`config.mk`:
```
export PLATFORM = sky130hd
export DESIGN_NAME = axi_ad7124_frame_unpack
export DESIGN_NICKNAME = d
export VERILOG_FILES = /design/src/rtl/ad7124_frame_pkg.sv /design/src/rtl/ad7124_fifo_prefetch.sv /design/src/rtl/axi_ad7124_frame_unpack.sv
export SDC_FILE = /design/constraint.sdc
export NUM_CORES = 1
export LEC_CHECK = 0
export BUFFER_PORTS_ARGS = -buffer_cell sky130_fd_sc_hd__buf_4
export CAP_MARGIN = 20
export CORE_UTILIZATION = 56
export CTS_CLUSTER_SIZE = 24
export DETAILED_ROUTE_END_ITERATION = 10
export PLACE_DENSITY = 0.79
export SKIP_CTS_REPAIR_TIMING = 1
export SLEW_MARGIN = 0
export SYNTH_ARGS = -nofsm -noshare
export SYNTH_HDL_FRONTEND = slang
export SYNTH_SLANG_ARGS = --single-unit
```
`constraint.sdc`:
```
create_clock -name clk -period 7.2 [get_ports clk]
set_clock_uncertainty 0.2 [all_clocks]
set_input_delay 0.72 -clock clk [delete_from_list [all_inputs] [get_ports clk]]
set_output_delay 0.72 -clock clk [all_outputs]
set_load 0.05 [all_outputs]
```
`src/rtl/ad7124_frame_pkg.sv`:
```
// Shared definitions for the AD7124 measurement frame: magic word, header layout,
// parser states and the frame-length rule used by both the writer and the reader.
package ad7124_frame_pkg;

    localparam logic [31:0] FRAME_MAGIC = 32'h44415441;  // "DATA"
    localparam int HDR_WORDS     = 6;
    localparam int HDR_OFF_ID    = 2;
    localparam int HDR_OFF_COUNT = 3;
    localparam int HDR_OFF_SEC   = 4;
    localparam int HDR_OFF_NSEC  = 5;

    typedef enum logic [1:0] {
        S_MAGIC = 2'd0,
        S_LEN   = 2'd1,
        S_HDR   = 2'd2,
        S_PAY   = 2'd3
    } state_t;

    function automatic int frame_length(input int boards, input int tc, input int rtd);
        return HDR_WORDS + boards * (tc + rtd);
    endfunction

    function automatic logic [15:0] sat_inc16(input logic [15:0] value);
        return (value == 16'hFFFF) ? value : value + 16'd1;
    endfunction

endpackage

```
`src/rtl/ad7124_fifo_prefetch.sv`:
```
// Two-entry prefetch buffer in front of a read-latency-1 FIFO, presenting the
// words as a valid/ready stream to the frame parser.
module ad7124_fifo_prefetch (
    input  logic        clk,
    input  logic        resetn,
    input  logic        clear,
    output logic        fifo_rd_en,
    input  logic [31:0] fifo_dout,
    input  logic        fifo_empty,
    output logic        out_valid,
    input  logic        out_ready,
    output logic [31:0] out_data
);

    logic [31:0] buf_mem [2];
    logic        wr_ptr_reg;
    logic        rd_ptr_reg;
    logic [1:0]  count_reg;
    logic        inflight_reg;
    logic        pop;
    logic [1:0]  committed;

    assign out_valid = (count_reg != 2'd0);
    assign out_data  = buf_mem[rd_ptr_reg];
    assign pop       = out_valid && out_ready;

    // A word leaving this cycle frees its slot immediately, so a steady
    // consumer sees one word per cycle instead of two every three.
    assign committed  = count_reg + {1'b0, inflight_reg} - {1'b0, pop};
    assign fifo_rd_en = resetn && !clear && !fifo_empty && (committed < 2'd2);

    always_ff @(posedge clk) begin
        if (inflight_reg) begin
            buf_mem[wr_ptr_reg] <= fifo_dout;
        end
    end

    always_ff @(posedge clk or negedge resetn) begin
        if (!resetn) begin
            wr_ptr_reg   <= 1'b0;
            rd_ptr_reg   <= 1'b0;
            count_reg    <= 2'd0;
            inflight_reg <= 1'b0;
        end else if (clear) begin
            wr_ptr_reg   <= 1'b0;
            rd_ptr_reg   <= 1'b0;
            count_reg    <= 2'd0;
            inflight_reg <= 1'b0;
        end else begin
            inflight_reg <= fifo_rd_en;
            if (inflight_reg) begin
                wr_ptr_reg <= ~wr_ptr_reg;
            end
            if (pop) begin
                rd_ptr_reg <= ~rd_ptr_reg;
            end
            count_reg <= count_reg + {1'b0, inflight_reg} - {1'b0, pop};
        end
    end

endmodule

```
`src/rtl/axi_ad7124_frame_unpack.sv`:
```
// Frame parser: locks onto the magic word, validates the length, latches the
// header and streams the TC/RTD payload on AXI-Stream tagged with its channel index.
module axi_ad7124_frame_unpack
    import ad7124_frame_pkg::*;
#(
    parameter int NUM_OF_BOARD  = 6,
    parameter int TC_PER_BOARD  = 8,
    parameter int RTD_PER_BOARD = 10
) (
    input  logic        clk,
    input  logic        resetn,
    input  logic        ctrl_reset,
    output logic        fifo_rd_en,
    input  logic [31:0] fifo_dout,
    input  logic        fifo_empty,
    output logic        m_axis_tvalid,
    input  logic        m_axis_tready,
    output logic [31:0] m_axis_tdata,
    output logic [7:0]  m_axis_tuser,
    output logic        m_axis_tlast,
    output logic        hdr_valid,
    output logic [31:0] hdr_measure_id,
    output logic [31:0] hdr_measure_count,
    output logic [31:0] hdr_ts_sec,
    output logic [31:0] hdr_ts_nsec,
    output logic [31:0] stat_frame_cnt,
    output logic [15:0] stat_err_cnt,
    output logic [1:0]  stat_state
);

    localparam int          FRAME_LENGTH   = frame_length(NUM_OF_BOARD, TC_PER_BOARD, RTD_PER_BOARD);
    localparam logic [31:0] FRAME_LEN_WORD = 32'(FRAME_LENGTH);
    localparam logic [7:0]  LAST_IDX       = 8'(FRAME_LENGTH - HDR_WORDS - 1);

    state_t      state_reg;
    logic        hunting_reg;
    logic [2:0]  hdr_pos_reg;
    logic [7:0]  pay_idx_reg;
    logic [31:0] shadow_reg [HDR_OFF_ID:HDR_OFF_NSEC];

    logic        buf_valid;
    logic        buf_ready;
    logic [31:0] buf_data;
    logic        take;
    logic        load_ok;
    logic        tlast_hs;

    ad7124_fifo_prefetch u_prefetch (
        .clk        (clk),
        .resetn     (resetn),
        .clear      (ctrl_reset),
        .fifo_rd_en (fifo_rd_en),
        .fifo_dout  (fifo_dout),
        .fifo_empty (fifo_empty),
        .out_valid  (buf_valid),
        .out_ready  (buf_ready),
        .out_data   (buf_data)
    );

    // The output register refills only while it is empty or draining a non-last
    // beat; after tlast the next frame's magic stays buffered until the handshake.
    assign load_ok   = !m_axis_tvalid || (m_axis_tready && !m_axis_tlast);
    assign buf_ready = (state_reg != S_PAY) || load_ok;
    assign take      = buf_valid && buf_ready;
    assign tlast_hs  = m_axis_tvalid && m_axis_tready && m_axis_tlast;
    assign stat_state = state_reg;

    always_ff @(posedge clk) begin
        if (take && state_reg == S_HDR) begin
            shadow_reg[hdr_pos_reg] <= buf_data;
        end
    end

    always_ff @(posedge clk or negedge resetn) begin
        if (!resetn) begin
            state_reg         <= S_MAGIC;
            hunting_reg       <= 1'b0;
            hdr_pos_reg       <= 3'd0;
            pay_idx_reg       <= 8'd0;
            m_axis_tvalid     <= 1'b0;
            m_axis_tdata      <= 32'd0;
            m_axis_tuser      <= 8'd0;
            m_axis_tlast      <= 1'b0;
            hdr_valid         <= 1'b0;
            hdr_measure_id    <= 32'd0;
            hdr_measure_count <= 32'd0;
            hdr_ts_sec        <= 32'd0;
            hdr_ts_nsec       <= 32'd0;
            stat_frame_cnt    <= 32'd0;
            stat_err_cnt      <= 16'd0;
        end else if (ctrl_reset) begin
            state_reg         <= S_MAGIC;
            hunting_reg       <= 1'b0;
            hdr_pos_reg       <= 3'd0;
            pay_idx_reg       <= 8'd0;
            m_axis_tvalid     <= 1'b0;
            m_axis_tdata      <= 32'd0;
            m_axis_tuser      <= 8'd0;
            m_axis_tlast      <= 1'b0;
            hdr_valid         <= 1'b0;
            hdr_measure_id    <= 32'd0;
            hdr_measure_count <= 32'd0;
            hdr_ts_sec        <= 32'd0;
            hdr_ts_nsec       <= 32'd0;
            stat_frame_cnt    <= 32'd0;
            stat_err_cnt      <= 16'd0;
        end else begin
            hdr_valid <= 1'b0;
            if (m_axis_tvalid && m_axis_tready) begin
                m_axis_tvalid <= 1'b0;
            end
            if (tlast_hs) begin
                stat_frame_cnt <= stat_frame_cnt + 32'd1;
            end

            case (state_reg)
                S_MAGIC: begin
                    if (take) begin
                        if (buf_data == FRAME_MAGIC) begin
                            state_reg   <= S_LEN;
                            hunting_reg <= 1'b0;
                        end else if (!hunting_reg) begin
                            stat_err_cnt <= sat_inc16(stat_err_cnt);
                            hunting_reg  <= 1'b1;
                        end
                    end
                end
                S_LEN: begin
                    if (take) begin
                        if (buf_data == FRAME_LEN_WORD) begin
                            state_reg   <= S_HDR;
                            hdr_pos_reg <= 3'(HDR_OFF_ID);
                        end else begin
                            stat_err_cnt <= sat_inc16(stat_err_cnt);
                            state_reg    <= S_MAGIC;
                        end
                    end
                end
                S_HDR: begin
                    if (take) begin
                        hdr_pos_reg <= hdr_pos_reg + 3'd1;
                        if (hdr_pos_reg == 3'(HDR_OFF_NSEC)) begin
                            hdr_measure_id    <= shadow_reg[HDR_OFF_ID];
                            hdr_measure_count <= shadow_reg[HDR_OFF_COUNT];
                            hdr_ts_sec        <= shadow_reg[HDR_OFF_SEC];
                            hdr_ts_nsec       <= buf_data;
                            hdr_valid         <= 1'b1;
                            pay_idx_reg       <= 8'd0;
                            state_reg         <= S_PAY;
                        end
                    end
                end
                S_PAY: begin
                    if (take) begin
                        m_axis_tvalid <= 1'b1;
                        m_axis_tdata  <= buf_data;
                        m_axis_tuser  <= pay_idx_reg;
                        m_axis_tlast  <= (pay_idx_reg == LAST_IDX);
                        pay_idx_reg   <= pay_idx_reg + 8'd1;
                    end else if (tlast_hs) begin
                        state_reg <= S_MAGIC;
                    end
                end
                default: state_reg <= S_MAGIC;
            endcase
        end
    end

endmodule

```
# ---- Word level (Yosys, flattened, before mapping)
# Memories as Yosys holds them, arrays and structs flattened.
# Cells that the tools add are included.
dict set report op_classes {
  addsub 6
  multipliers 0
  div 0
  n_lt_le_gt_ge 1
  n_eq_ne 21
  shift 0
  mux 77
  n_bitwise 2
  n_reduce_logical 33
}
# op count
set ops {}
lappend ops {{32-bit 2-to-1 mux} 21}
lappend ops {{16-bit 2-to-1 mux} 7}
lappend ops {{8-bit 2-to-1 mux} 7}
lappend ops {{3-bit != test, second input constant} 11}
lappend ops {{32-bit by 1-bit adder with 32-bit output, second input constant} 1}
lappend ops {{32-bit by 31-bit equality test with 1-bit output, second input constant} 1}
lappend ops {{32-bit by 7-bit equality test with 1-bit output, second input constant} 1}
lappend ops {{16-bit one-hot mux with 2 select lines} 1}
lappend ops {{1-bit 2-to-1 mux} 24}
lappend ops {{2-bit 2-to-1 mux} 10}
lappend ops {{16-bit by 1-bit adder with 16-bit output, second input constant} 1}
lappend ops {{16-bit equality test, second input constant} 1}
lappend ops {{8-bit one-hot mux with 2 select lines} 1}
lappend ops {{2-bit nonzero test} 8}
lappend ops {{3-bit 2-to-1 mux} 4}
lappend ops {{3-bit nonzero test} 3}
lappend ops {{8-bit by 1-bit adder with 8-bit output, second input constant} 1}
lappend ops {{8-bit by 7-bit equality test with 1-bit output, second input constant} 1}
lappend ops {{1-bit logical AND} 8}
lappend ops {{2-bit one-hot mux with 4 select lines} 1}
lappend ops {{4-bit AND reduction} 2}
lappend ops {{7-bit AND reduction} 1}
lappend ops {{3-bit one-hot mux with 2 select lines} 1}
lappend ops {{6-bit AND reduction} 1}
lappend ops {{15 further kinds} 22}
dict set report word_totals {
  reg_bits 238
  latchBits 0
  ram_bits 192
  romBits 0
  inputBits 37
  output_inout_bits 222
  word_cells 161
  n_memories 2
}
# name depth word_bits rd rd_ports_with_merged_regs wr line
set mem_list {}
lappend mem_list {shadow_reg 4 32 3 0 1 axi_ad7124_frame_unpack.sv:39} ;# logic [31:0] shadow_reg [HDR_OFF_ID:HDR_OFF_NSEC];
lappend mem_list {u_prefetch.buf_mem 2 32 1 0 1 ad7124_fifo_prefetch.sv:15} ;# logic [31:0] buf_mem [2];

# ---- Logic depth before layout (Yosys ltp)
# Gate-level depths: netlist of the first run.
dict set report logic_depth {
  word_depth 9
  ltp_mapped 8
  ltp_nobuf 8
}

# ---- Hierarchy
# From an unflattened synthesis of the first run, not the netlist that was laid out.
dict set report unflattened {
  cells_unflattened 1009
  area_unflattened_um2 15210.8
}
# mod instances cells_per_inst area_per_inst_um2
set modules_own_cells {}
lappend modules_own_cells {axi_ad7124_frame_unpack 1 885 12509.5}
lappend modules_own_cells {ad7124_fifo_prefetch 1 124 2701.3}

# ---- Worst setup path after synthesis of the first run
# OpenSTA, ideal clock, no wires.
dict set report synth_path {
  path_type {reg2reg}
  start {register state_reg[1], in the netlist stat_state[1]}
  end {memory shadow_reg[4][0] (enable)}
  setup_time_ps 513
  arrival_ps 4769
  t_required_ps 6487
  path_slack_ps 1718
  path_stages_with_launch 5
  n_path_buf 1
  synth_period_minus_slack_ps 5482
  cell_sequence {dfrtp_1 -> clkbuf_1 -> nor2b_1 -> nand2_1 -> nor4b_1}
}
dict set report synth_between {
  elab_chain_cells 6
}
# element line
set synth_rtl {}
lappend synth_rtl {{start, declared} axi_ad7124_frame_unpack.sv:35} ;# state_t state_reg;
lappend synth_rtl {{start signal, assigned} axi_ad7124_frame_unpack.sv:76} ;# state_reg <= S_MAGIC;
lappend synth_rtl {{start signal, assigned} axi_ad7124_frame_unpack.sv:92} ;# state_reg <= S_MAGIC;
lappend synth_rtl {{start signal, assigned} axi_ad7124_frame_unpack.sv:120} ;# state_reg <= S_LEN;
lappend synth_rtl {{2-bit != test} axi_ad7124_frame_unpack.sv:63} ;# assign buf_ready = (state_reg != S_PAY) || load_ok;
lappend synth_rtl {{1-bit logical OR} axi_ad7124_frame_unpack.sv:63}
lappend synth_rtl {{1-bit logical AND} axi_ad7124_frame_unpack.sv:64} ;# assign take = buf_valid && buf_ready;
lappend synth_rtl {{1-bit logical AND (*)} axi_ad7124_frame_unpack.sv:69} ;# if (take && state_reg == S_HDR) begin
lappend synth_rtl {{1-bit 2-to-1 mux (*)} axi_ad7124_frame_unpack.sv:69}
lappend synth_rtl {{1-bit 2-to-1 mux (not written as such) (*)} axi_ad7124_frame_unpack.sv:70} ;# shadow_reg[hdr_pos_reg] <= buf_data;
lappend synth_rtl {{end, declared} axi_ad7124_frame_unpack.sv:39}
# Mark *: on every way between the ends. The rest lies on a longest branch, timed or not.

# ---- Final worst setup path of the first run
dict set report layout_path {
  start {register u_prefetch.count_reg[1]}
  end {output port fifo_rd_en}
}
dict set report layout_between {
  elab_chain_cells 5
}
# element line
set layout_rtl {}
lappend layout_rtl {{start, declared} ad7124_fifo_prefetch.sv:18} ;# logic [1:0] count_reg;
lappend layout_rtl {{start signal, assigned} ad7124_fifo_prefetch.sv:57} ;# count_reg <= count_reg + {1'b0, inflight_reg} - {1'b0, pop};
lappend layout_rtl {{branches (longest 2 deep; another with 2-bit by 1-bit adder with 2-bit output)} --}
lappend layout_rtl {{2-bit by 1-bit subtractor with 2-bit output (*)} ad7124_fifo_prefetch.sv:29} ;# assign committed = count_reg + {1'b0, inflight_reg} - {1'b0, pop};
lappend layout_rtl {{2-bit less-than comparator (*)} ad7124_fifo_prefetch.sv:30} ;# assign fifo_rd_en = resetn && !clear && !fifo_empty && (committed < 2'd2);
lappend layout_rtl {{1-bit logical AND (*)} ad7124_fifo_prefetch.sv:30}
lappend layout_rtl {{end, declared} axi_ad7124_frame_unpack.sv:13} ;# output logic fifo_rd_en,
# Mark *: on every way between the ends.

==> impl_results.md, run 1 <==
- Root buffer cell: clkbuf_16
- Drt total wl: 38300 µm
- FF-to-FF path depth: 7
- DRC violations left: 0
- Placeable Area: 0.0272 mm²
- H-tree level count: 2
- Synth Area in Compound Gates: 0.0808
- Clock Latency Late Sink: 530 ps
- ANT cells: 0
- Initial Util: 0.575
- CTS clk-pin slew, worst paths: 70 ps
- Final setup margin: 3230 ps
- Gp weighted congestion: 0.904
- Rows: 60
- Grt total ovfl: 0
- Multiplexer share of the synthesized area: 0.0335
- CP Max Fanout: 6
- Setup WS pre-CTS: 3510 ps
- Initial antenna violation count: 0
- Slew at the pin with the worst max-slew slack: 976 ps
- Largest net degree at the start of global routing: 127
- Post-synth ARST share: 0.598
- XOR/XNOR Fraction of Synth Area: 0.0168
- Clock buffer depth: 3
- # port buffers: 258
- Startpoint Class: register
- Simple-gate share of the synthesized area: 0.152
- Sequential element share of the synthesized area: 0.688
- Adder-Cell Fraction of Synth Area: 0.00560
- Yosys top cell area share: 0.381
- RSZ-0062 raised after global routing: false
- Worst EP arrival: 3050 ps
- Fin crit share: 0.552
- Min Clock Period, post-route: 3970 ps
- Number of synthesized flops with an enable pin: 160
- Fraction of layout cells with a size suffix above 1: 0.245
- Max layer used: met4
- Sum of negative setup slack: 0 ps
- Hold Vio Cnt, Final: 0
- Synthesized cell area: 0.0156 mm²
- Post-DRT Antenna Nets: 0
- DR vias/cell: 5.72
- Synthesized area per cell: 12.1 µm²
- Slew HR: 0.349
- Nets: 1579
- DR WL met2: 18500 µm
- Area growth syn-to-layout: 23.3%
- Number of distinct library cells after synthesis: 52
- Vias in the first global route: 10565
- CTS Sinks: 398
- Largest register FFs: 96
- Largest family of logic cells by synthesized area: simple AND/OR/NAND/NOR gates
- Outcome: finished clean
- Yosys reg bits: 398
- Die extent in x: 169 µm
- Area contributors post-synth: dfrtp_1 (38%), edfxtp_1 (31%), nand2_1 (5.6%)
- Post-detail-place hpwl: 24800 µm
- Peak supply drop: 0.000205 V
- DR vias: 11095
- DR iter-0 viols: 1040
- GRT Total Usage: 0.271
- Cells after Synth: 1297
- Met3 wire len: 2380 µm
- Critical path capture point type: output pin
- Synth warnings: 0
- Syn Nets: 1341
- Synth area leader: dfrtp_1
- Maxcap violations: 0
- Top-count cell post-synth: dfrtp_1
- Max-slew violations: 0
- Post-Route M1 WL: 16100 µm
- # IOs: 259
- Leakage power figure: 8.09 nW
- Pre-Repair DR Iteration Count: 5
- Peak Freq: 252 MHz
- Worst Hold Class: primary input to async pin
- DR WL/cell: 19.8 µm
- CP required: 6280 ps
- Setup Crit Path Kind: register to output pin
- First-pass GRT wire length: 59100 µm
- CTS tree: built
- CTS Buf Count: 39
- Die height: 169 µm
- Die area: 0.0286 mm²
- Power per cell area: 266 mW/mm²
- Post-synth top cells: dfrtp_1 (238), nand2_1 (232), edfxtp_1 (160), nor2_1 (116), a21oi_1 (114)
- Setup violators final: 0
- Ys flop type: dfrtp_1
-- area by class of cell --
cell class,count,area (µm²)
sequential,398,10800
multi-input combinational,808,4550
clock inverter,22,299
tap,372,465
inverter,15,56.3
clock buffer,50,1060
fill,1910,7910
timing repair buffer,273,2070
-- layer usage --
metal / track usage / up-vias
li1: - / 5027
met1: 0.386 / 5539
met2: 0.427 / 450
met3: 0.0404 / 79
met4: 0.103 / 0
met5: 0 / -
-- layout by cell type, fill, tap and decap left out, types with 17 or more instances in the layout --
cell       Yosys  routed
buf_4          0     270
dfrtp_1      238     237
nand2_1      232     232
edfxtp_1     160     160
nor2_1       116     115
a21oi_1      114     113
clkbuf_16      0      40
nor3_1        37      37
a22o_1        35      35
o21ai_0       28      28
mux2_2        26      26
xnor2_1       20      20
nand3_1       19      19
nor2b_1       19      18
nand4_1       17      17
-- through the flow --
stage	hold slack (ps)	cells	total power [W]	utilization	instance area, µm²
final	30.4	1938	0.00513	0.709	19300
after global routing	80.1	1938	0.00529	0.709	19300
after CTS	52.1	1937	0.00516	0.708	19200
after detailed placement	283	1865	0.00303	0.658	17900
after global placement	285	1865	0.00302	0.658	17900
after floorplan	224	1297	0.00281	-	15600
-- path summary, 6_finish.rpt --
kind	endpoint	slack, ps	startpoint
setup / recovery	fifo_rd_en	3230	u_prefetch.count_reg[1]$_DFF_PN0_
hold / removal	stat_err_cnt[2]$_DFFE_PN0P_	30	resetn
setup reg to reg	hdr_ts_sec[13]$_DFFE_PN0P_	3730	stat_state[1]$_DFFE_PN0P_
hold reg to reg	hdr_measure_count[29]$_DFFE_PN0P_	300	shadow_reg[3][29]$_DFFE_PP_
max in group asynchronous	m_axis_tdata[18]$_DFFE_PN0P_	5300	resetn
min in group clk	u_prefetch.buf_mem[0][25]$_DFFE_PP_	170	fifo_dout[25]
-- cell families (layout without fill, tap and decap cells) --
family / after synthesis / in the layout
AO/OA/AOI/OAI: 209 / 209
XOR/XNOR: 30 / 30
adder cells (fa/ha/maj): 7 / 7
AND/OR/NAND/NOR: 518 / 518
flip-flops: 398 / 398
multiplexers: 44 / 44
buffers and inverters: 91 / 360
-- critical path, stage by stage, from the launching register on --
cell and delay [ps]:
dfrtp_1 400, nor2_1 410, a41oi_1 260, ha_1 420, inv_1 40, ha_1 180
xnor2_1 130, xnor2_1 160, nor4b_1 270, buf_4 250
-- where the power goes --
group	switching, W	total (W)	leakage [nW]	internal [W]
Clock	0.000844	0.00214	0.659	0.00130
Combinational	0.000349	0.000499	2.67	0.000149
Sequential	0.0000358	0.00249	4.76	0.00245
Total	0.00123	0.00513	8.09	0.00390
Note: power is estimated with default switching activity, not from simulation.
==> run 2, diff against run 1 <==
--- a/config.mk
+++ b/config.mk
@@ -7,10 +7,10 @@
 export LEC_CHECK = 0
 export BUFFER_PORTS_ARGS = -buffer_cell sky130_fd_sc_hd__buf_4
 export CAP_MARGIN = 20
-export CORE_UTILIZATION = 56
+export CORE_UTILIZATION = 51
 export CTS_CLUSTER_SIZE = 24
 export DETAILED_ROUTE_END_ITERATION = 10
-export PLACE_DENSITY = 0.79
+export PLACE_DENSITY = 0.76
 export SKIP_CTS_REPAIR_TIMING = 1
 export SLEW_MARGIN = 0
 export SYNTH_ARGS = -nofsm -noshare
==> constraint.sdc (replaced) <==
create_clock -name clk -period 3.3 [get_ports clk]
set_clock_uncertainty 0.2 [all_clocks]
set_input_delay 0.33 -clock clk [delete_from_list [all_inputs] [get_ports clk]]
set_output_delay 0.33 -clock clk [all_outputs]
set_load 0.05 [all_outputs]
==> impl_results.md, run 2 (synthesis gave the netlist of run 1 again) <==
- Register area: 0.0108 mm²
- Total power: 0.0112 W
- Pre-Repair DR Iteration Count: 5
- Grt total ovfl: 0
- Root buffer cell: clkbuf_16
- Peak supply drop: 0.000466 V
- Fraction of layout cells with a size suffix above 1: 0.249
- Grt met2 use: 0.393
- Largest net degree at the start of global routing: 120
- Worst EP arrival: 2590 ps
- Cell Chain, Critical Path: a41oi_1 -> ha_1 -> inv_1 -> ha_1 -> xnor2_1 -> xnor2_1 -> nor4b_4 -> buf_4
- Rows: 63
- CTS clk-pin slew, worst paths: 60 ps
- CTS tree: built
- Fin crit share: 0.944
- Die height: 177 µm
- Clock buffer depth: 3
- Hold Vio Cnt, Final: 0
- Crit-path slowest cell: dfrtp_1
- Utilization after layout: 0.665
- Max-slew violations: 0
- Largest register FFs: 96
- Area growth syn-to-layout: 27.0%
- Nets: 1628
- GRT Total Usage: 0.254
- Post-detail-place hpwl: 25800 µm
- Power per cell area: 567 mW/mm²
- Setup violators final: 0
- Worst Hold Class: primary input to async pin
- Setup Crit Path Kind: register to output pin
- Slew HR: 0.371
- DR iter-0 viols: 907
- Peak Freq: 321 MHz
- Slew at the pin with the worst max-slew slack: 943 ps
- H-tree level count: 2
- Placeable Area: 0.0299 mm²
- GRT busiest layer: met2
- Setup WS pre-CTS: 288 ps
- Startpoint Class: register
- Slowest stage delay, CP: 520 ps
- Critical path capture point type: output pin
- Crit path launch: stat_state[1]$_DFFE_PN0P_
- Cell family with most CP delay: flip-flops
- Vias in the first global route: 10873
- Die extent in x: 177 µm
- Sum of negative setup slack: 0 ps
- Leakage power figure: 8.33 nW
- Die area: 0.0314 mm²
- # port buffers: 258
- Initial Util: 0.523
- Worst reg2reg startpoint: u_prefetch.buf_mem[0][26]$_DFFE_PP_
- Min Clock Period, post-route: 3120 ps
- First-pass GRT wire length: 61000 µm
- CTS Buf Count: 40
- DR vias/cell: 5.67
- Leading cell type in the layout, fill and taps excluded: buf_4
- Worst Path Buf+Inv: 2
- RSZ-0062 raised after global routing: false
- Drt total wl: 40100 µm
- Initial antenna violation count: 2
- DRC violations left: 0
- Fillers: 2183
- CP required: 2770 ps
- Area of the multi-input gates: 0.00460 mm²
- Outcome: finished clean
- M3 GR Usage: 0.0378
- Maxcap violations: 0
- Final setup margin: 184 ps
- Clock Latency Late Sink: 530 ps
- DR WL/cell: 20.0 µm
- CP Max Fanout: 11
- CTS Sinks: 398
- GRT met1 Usage: 0.359
- Most frequent cells in the layout: buf_4 (276), dfrtp_1 (236), nand2_1 (232)
- # IOs: 259
- Gp weighted congestion: 0.802
- DR vias: 11373
- Post-DRT Antenna Nets: 0
-- run 2: power breakdown --
part | switching, W | leakage [nW] | total [W] | internal, W
registers | 0.000105 | 4.76 | 0.00546 | 0.00535
logic | 0.000783 | 2.91 | 0.00120 | 0.000420
clock network | 0.00187 | 0.658 | 0.00459 | 0.00271
total | 0.00276 | 8.33 | 0.0112 | 0.00849
-- run 2: worst paths after layout --
path                       slack, ps                                end  cells after the start
max in group asynchronous       1450  u_prefetch.rd_ptr_reg$_DFFE_PN0P_                      3
hold reg to reg                  300   hdr_measure_count[6]$_DFFE_PN0P_                      2
setup reg to reg                 220        stat_err_cnt[7]$_DFFE_PN0P_                      6
hold / removal                   120         pay_idx_reg[1]$_DFFE_PN0P_                      2
min in group clk                 300   hdr_measure_count[6]$_DFFE_PN0P_                      2
setup / recovery                 180                         fifo_rd_en                      8
-- run 2: through the flow --
step                      hold WS, ps  std cells  area [µm²]
after floorplan                  -166       1297       15700
after global placement           76.0       1896       18100
final                             116       2007       19900
after global routing              137       2006       19900
after CTS                        -478       1970       19500
after detailed placement         78.1       1896       18100
-- run 2: final cells by class --
cell class / instances / area share
antenna: 1 / 0.000126
clock buffer: 55 / 0.0585
clock inverter: 19 / 0.00933
inverter: 15 / 0.00284
multi-input combinational: 808 / 0.232
sequential: 398 / 0.542
tap: 390 / 0.0246
timing repair buffer: 321 / 0.131
-- run 2: per-layer routing --
metal | routed length [µm] | vias up | part of all wire
met5 | 0 | - | 0
met4 | 1610 | 0 | 0.040
met3 | 2330 | 104 | 0.058
met2 | 19200 | 466 | 0.48
met1 | 16900 | 5675 | 0.42
li1 | - | 5128 | -
==> run 3, diff against run 2 <==
--- a/config.mk
+++ b/config.mk
@@ -5,6 +5,7 @@
 export SDC_FILE = /design/constraint.sdc
 export NUM_CORES = 1
 export LEC_CHECK = 0
+export ABC_AREA = 1
 export BUFFER_PORTS_ARGS = -buffer_cell sky130_fd_sc_hd__buf_4
 export CAP_MARGIN = 20
 export CORE_UTILIZATION = 51
@@ -16,3 +17,4 @@
 export SYNTH_ARGS = -nofsm -noshare
 export SYNTH_HDL_FRONTEND = slang
 export SYNTH_SLANG_ARGS = --single-unit
+export TNS_END_PERCENT = 1
==> impl_results.md, run 3 <==
- Most frequent cells in the layout: nand2_1 (325), buf_4 (272), dfrtp_1 (237)
- DRC violations left: 0
- Post-DRT Antenna Nets: 0
- Slew HR: 0.560
- Reg-to-Reg End: stat_err_cnt[12]$_DFFE_PN0P_
- Syn Nets: 1474
- Cells after Synth: 1430
- Slew at the pin with the worst max-slew slack: 661 ps
- CTS tree: built
- DR vias/cell: 5.51
- Post-detail-place hpwl: 27900 µm
- Peak supply drop: 0.000338 V
- Max-slew violations: 0
- Setup Crit Path Kind: register to output pin
- # IOs: 259
- Synthesized cell area: 0.0159 mm²
- Sequential element share of the synthesized area: 0.678
- WHS: 150 ps
- RSZ-0062 raised after global routing: false
- H-tree level count: 2
- Initial Util: 0.519
- Yosys reg bits: 398
- Die extent in x: 178 µm
- Die area: 0.0318 mm²
- Leakage power figure: 9.29 nW
- Worst EP arrival: 2560 ps
- DR WL/cell: 19.1 µm
- Rows: 64
- Root buffer cell: clkbuf_16
- DR vias: 11891
- Hold Vio Cnt, Final: 0
- Top-count cell post-synth: nand2_1
- Pre-Repair DR Iteration Count: 5
- Fin crit share: 0.935
- Setup violators final: 0
- Maxcap violations: 0
- Gp weighted congestion: 0.924
- Synth area leader: dfrtp_1
- Number of distinct library cells after synthesis: 44
- ANT cells: 0
- Clock buffer depth: 3
- Ys flop type: dfrtp_1
- Synthesized area per cell: 11.1 µm²
- CTS Buf Count: 41
- Clock Latency Late Sink: 540 ps
- Post-synth top cells: nand2_1 (327), dfrtp_1 (238), edfxtp_1 (160), inv_1 (146), nor2_1 (103)
- Die height: 178 µm
- Post-synth ARST share: 0.598
- Nets: 1774
- CP Max Fanout: 6
- FF-to-FF setup slack: 590 ps
- Initial antenna violation count: 0
- CTS clk-pin slew, worst paths: 60 ps
- Worst Hold Class: primary input to async pin
- Area contributors post-synth: dfrtp_1 (38%), edfxtp_1 (30%), nand2_1 (7.7%)
- CTS Sinks: 398
- DR iter-0 viols: 979
- Fraction of layout cells with a size suffix above 1: 0.210
- Largest net degree at the start of global routing: 115
- Power per cell area: 581 mW/mm²
- Drt total wl: 41100 µm
- Number of synthesized flops with an enable pin: 160
- CP required: 2770 ps
- Peak Freq: 324 MHz
- FF-to-FF path depth: 11
- Startpoint Class: register
- First-pass GRT wire length: 62300 µm
- Grt total ovfl: 0
- Area growth syn-to-layout: 25.2%
- Min Clock Period, post-route: 3090 ps
- Largest register FFs: 96
- Leading cell type in the layout, fill and taps excluded: nand2_1
- Outcome: finished clean
- Synth warnings: 0
- Placeable Area: 0.0306 mm²
- Vias in the first global route: 11096
- Yosys top cell area share: 0.375
- # port buffers: 258
- Worst reg2reg startpoint: stat_err_cnt[0]$_DFFE_PN0P_
- GRT Total Usage: 0.257
- Total power: 0.0115 W
- Critical path capture point type: output pin
==> run 3: cell count changes after synthesis, moves of 26 or more <==
cell | before | now
o21ai_0 | 28 | 99
a21oi_1 | 114 | 30
a22o_1 | 35 | 96
clkbuf_1 | 60 | 15
mux2_2 | 26 | 0
inv_1 | 15 | 146
nand2_1 | 232 | 327
==> run 3: logic make-up after synthesis <==
| family | after synthesis | synth area share |
|---|---|---|
| compound gates | 256 | 0.107 |
| fa+ha+maj | 7 | 0.00552 |
| xor+xnor | 13 | 0.00718 |
| flops | 398 | 0.678 |
| buf+inv | 208 | 0.0559 |
| simple gates | 548 | 0.146 |
==> run 3: final cells by class <==
cell class,instances,area [µm²]
Multi-Input combinational cell,824,4260
Sequential cell,398,10800
Inverter,153,577
Clock buffer,65,1190
Fill cell,2340,10700
Clock inverter,11,111
Timing Repair Buffer,312,2480
Tap cell,396,495
==> run 3: through the flow <==
stage               area, µm²  instances   util  worst slack [ps]  setup TNS [ps]
floorplan               15900       1430      -              -844          -66310
global placement        18200       2047  0.595               686               0
detailed placement      18200       2047  0.595               638               0
CTS                     19500       2123  0.637              49.1               0
global route            19900       2159  0.649              18.3               0
finish                  19900       2159  0.649               213               0
==> run 3: worst max-delay path, cell delays in order, from the launching register on <==
cell and delay, ps:
dfrtp_1 430, nand2_2 130, inv_2 70, nand3_1 70, nand2_2 120, inv_2 90
ha_1 270, inv_1 40, ha_1 200, xor2_2 190, and3_1 200, buf_4 210
==> run 3: worst max-delay path by stage <==
stage               depth (start not counted)  slack [ps]                        start                           end
global placement                           11         690  stat_err_cnt[0]$_DFFE_PN0P_   stat_err_cnt[1]$_DFFE_PN0P_
detailed placement                         11         640  stat_err_cnt[0]$_DFFE_PN0P_  stat_err_cnt[12]$_DFFE_PN0P_
global route                               11          20    stat_state[0]$_DFFE_PN0P_                    fifo_rd_en
finish                                     11         210    stat_state[0]$_DFFE_PN0P_                    fifo_rd_en
CTS                                        11          50    stat_state[1]$_DFFE_PN0P_                    fifo_rd_en
floorplan                                   7        -840    stat_state[1]$_DFFE_PN0P_    shadow_reg[2][0]$_DFFE_PP_
==> run 3: where the power goes <==
group          switching [W]  internal (W)  total, W
clock                0.00189       0.00250   0.00439
sequential         0.0000668       0.00540   0.00546
combinational        0.00129      0.000392   0.00168
==> run 3: routing by layer <==
metal / vias to the layer above / wire length [µm] / global-route usage
met3: 97 / 2950 / 0.0394
met5: - / 0 / 0
met1: 5836 / 17600 / 0.374
met2: 501 / 18900 / 0.386
met4: 0 / 1670 / 0.106
li1: 5457 / - / -
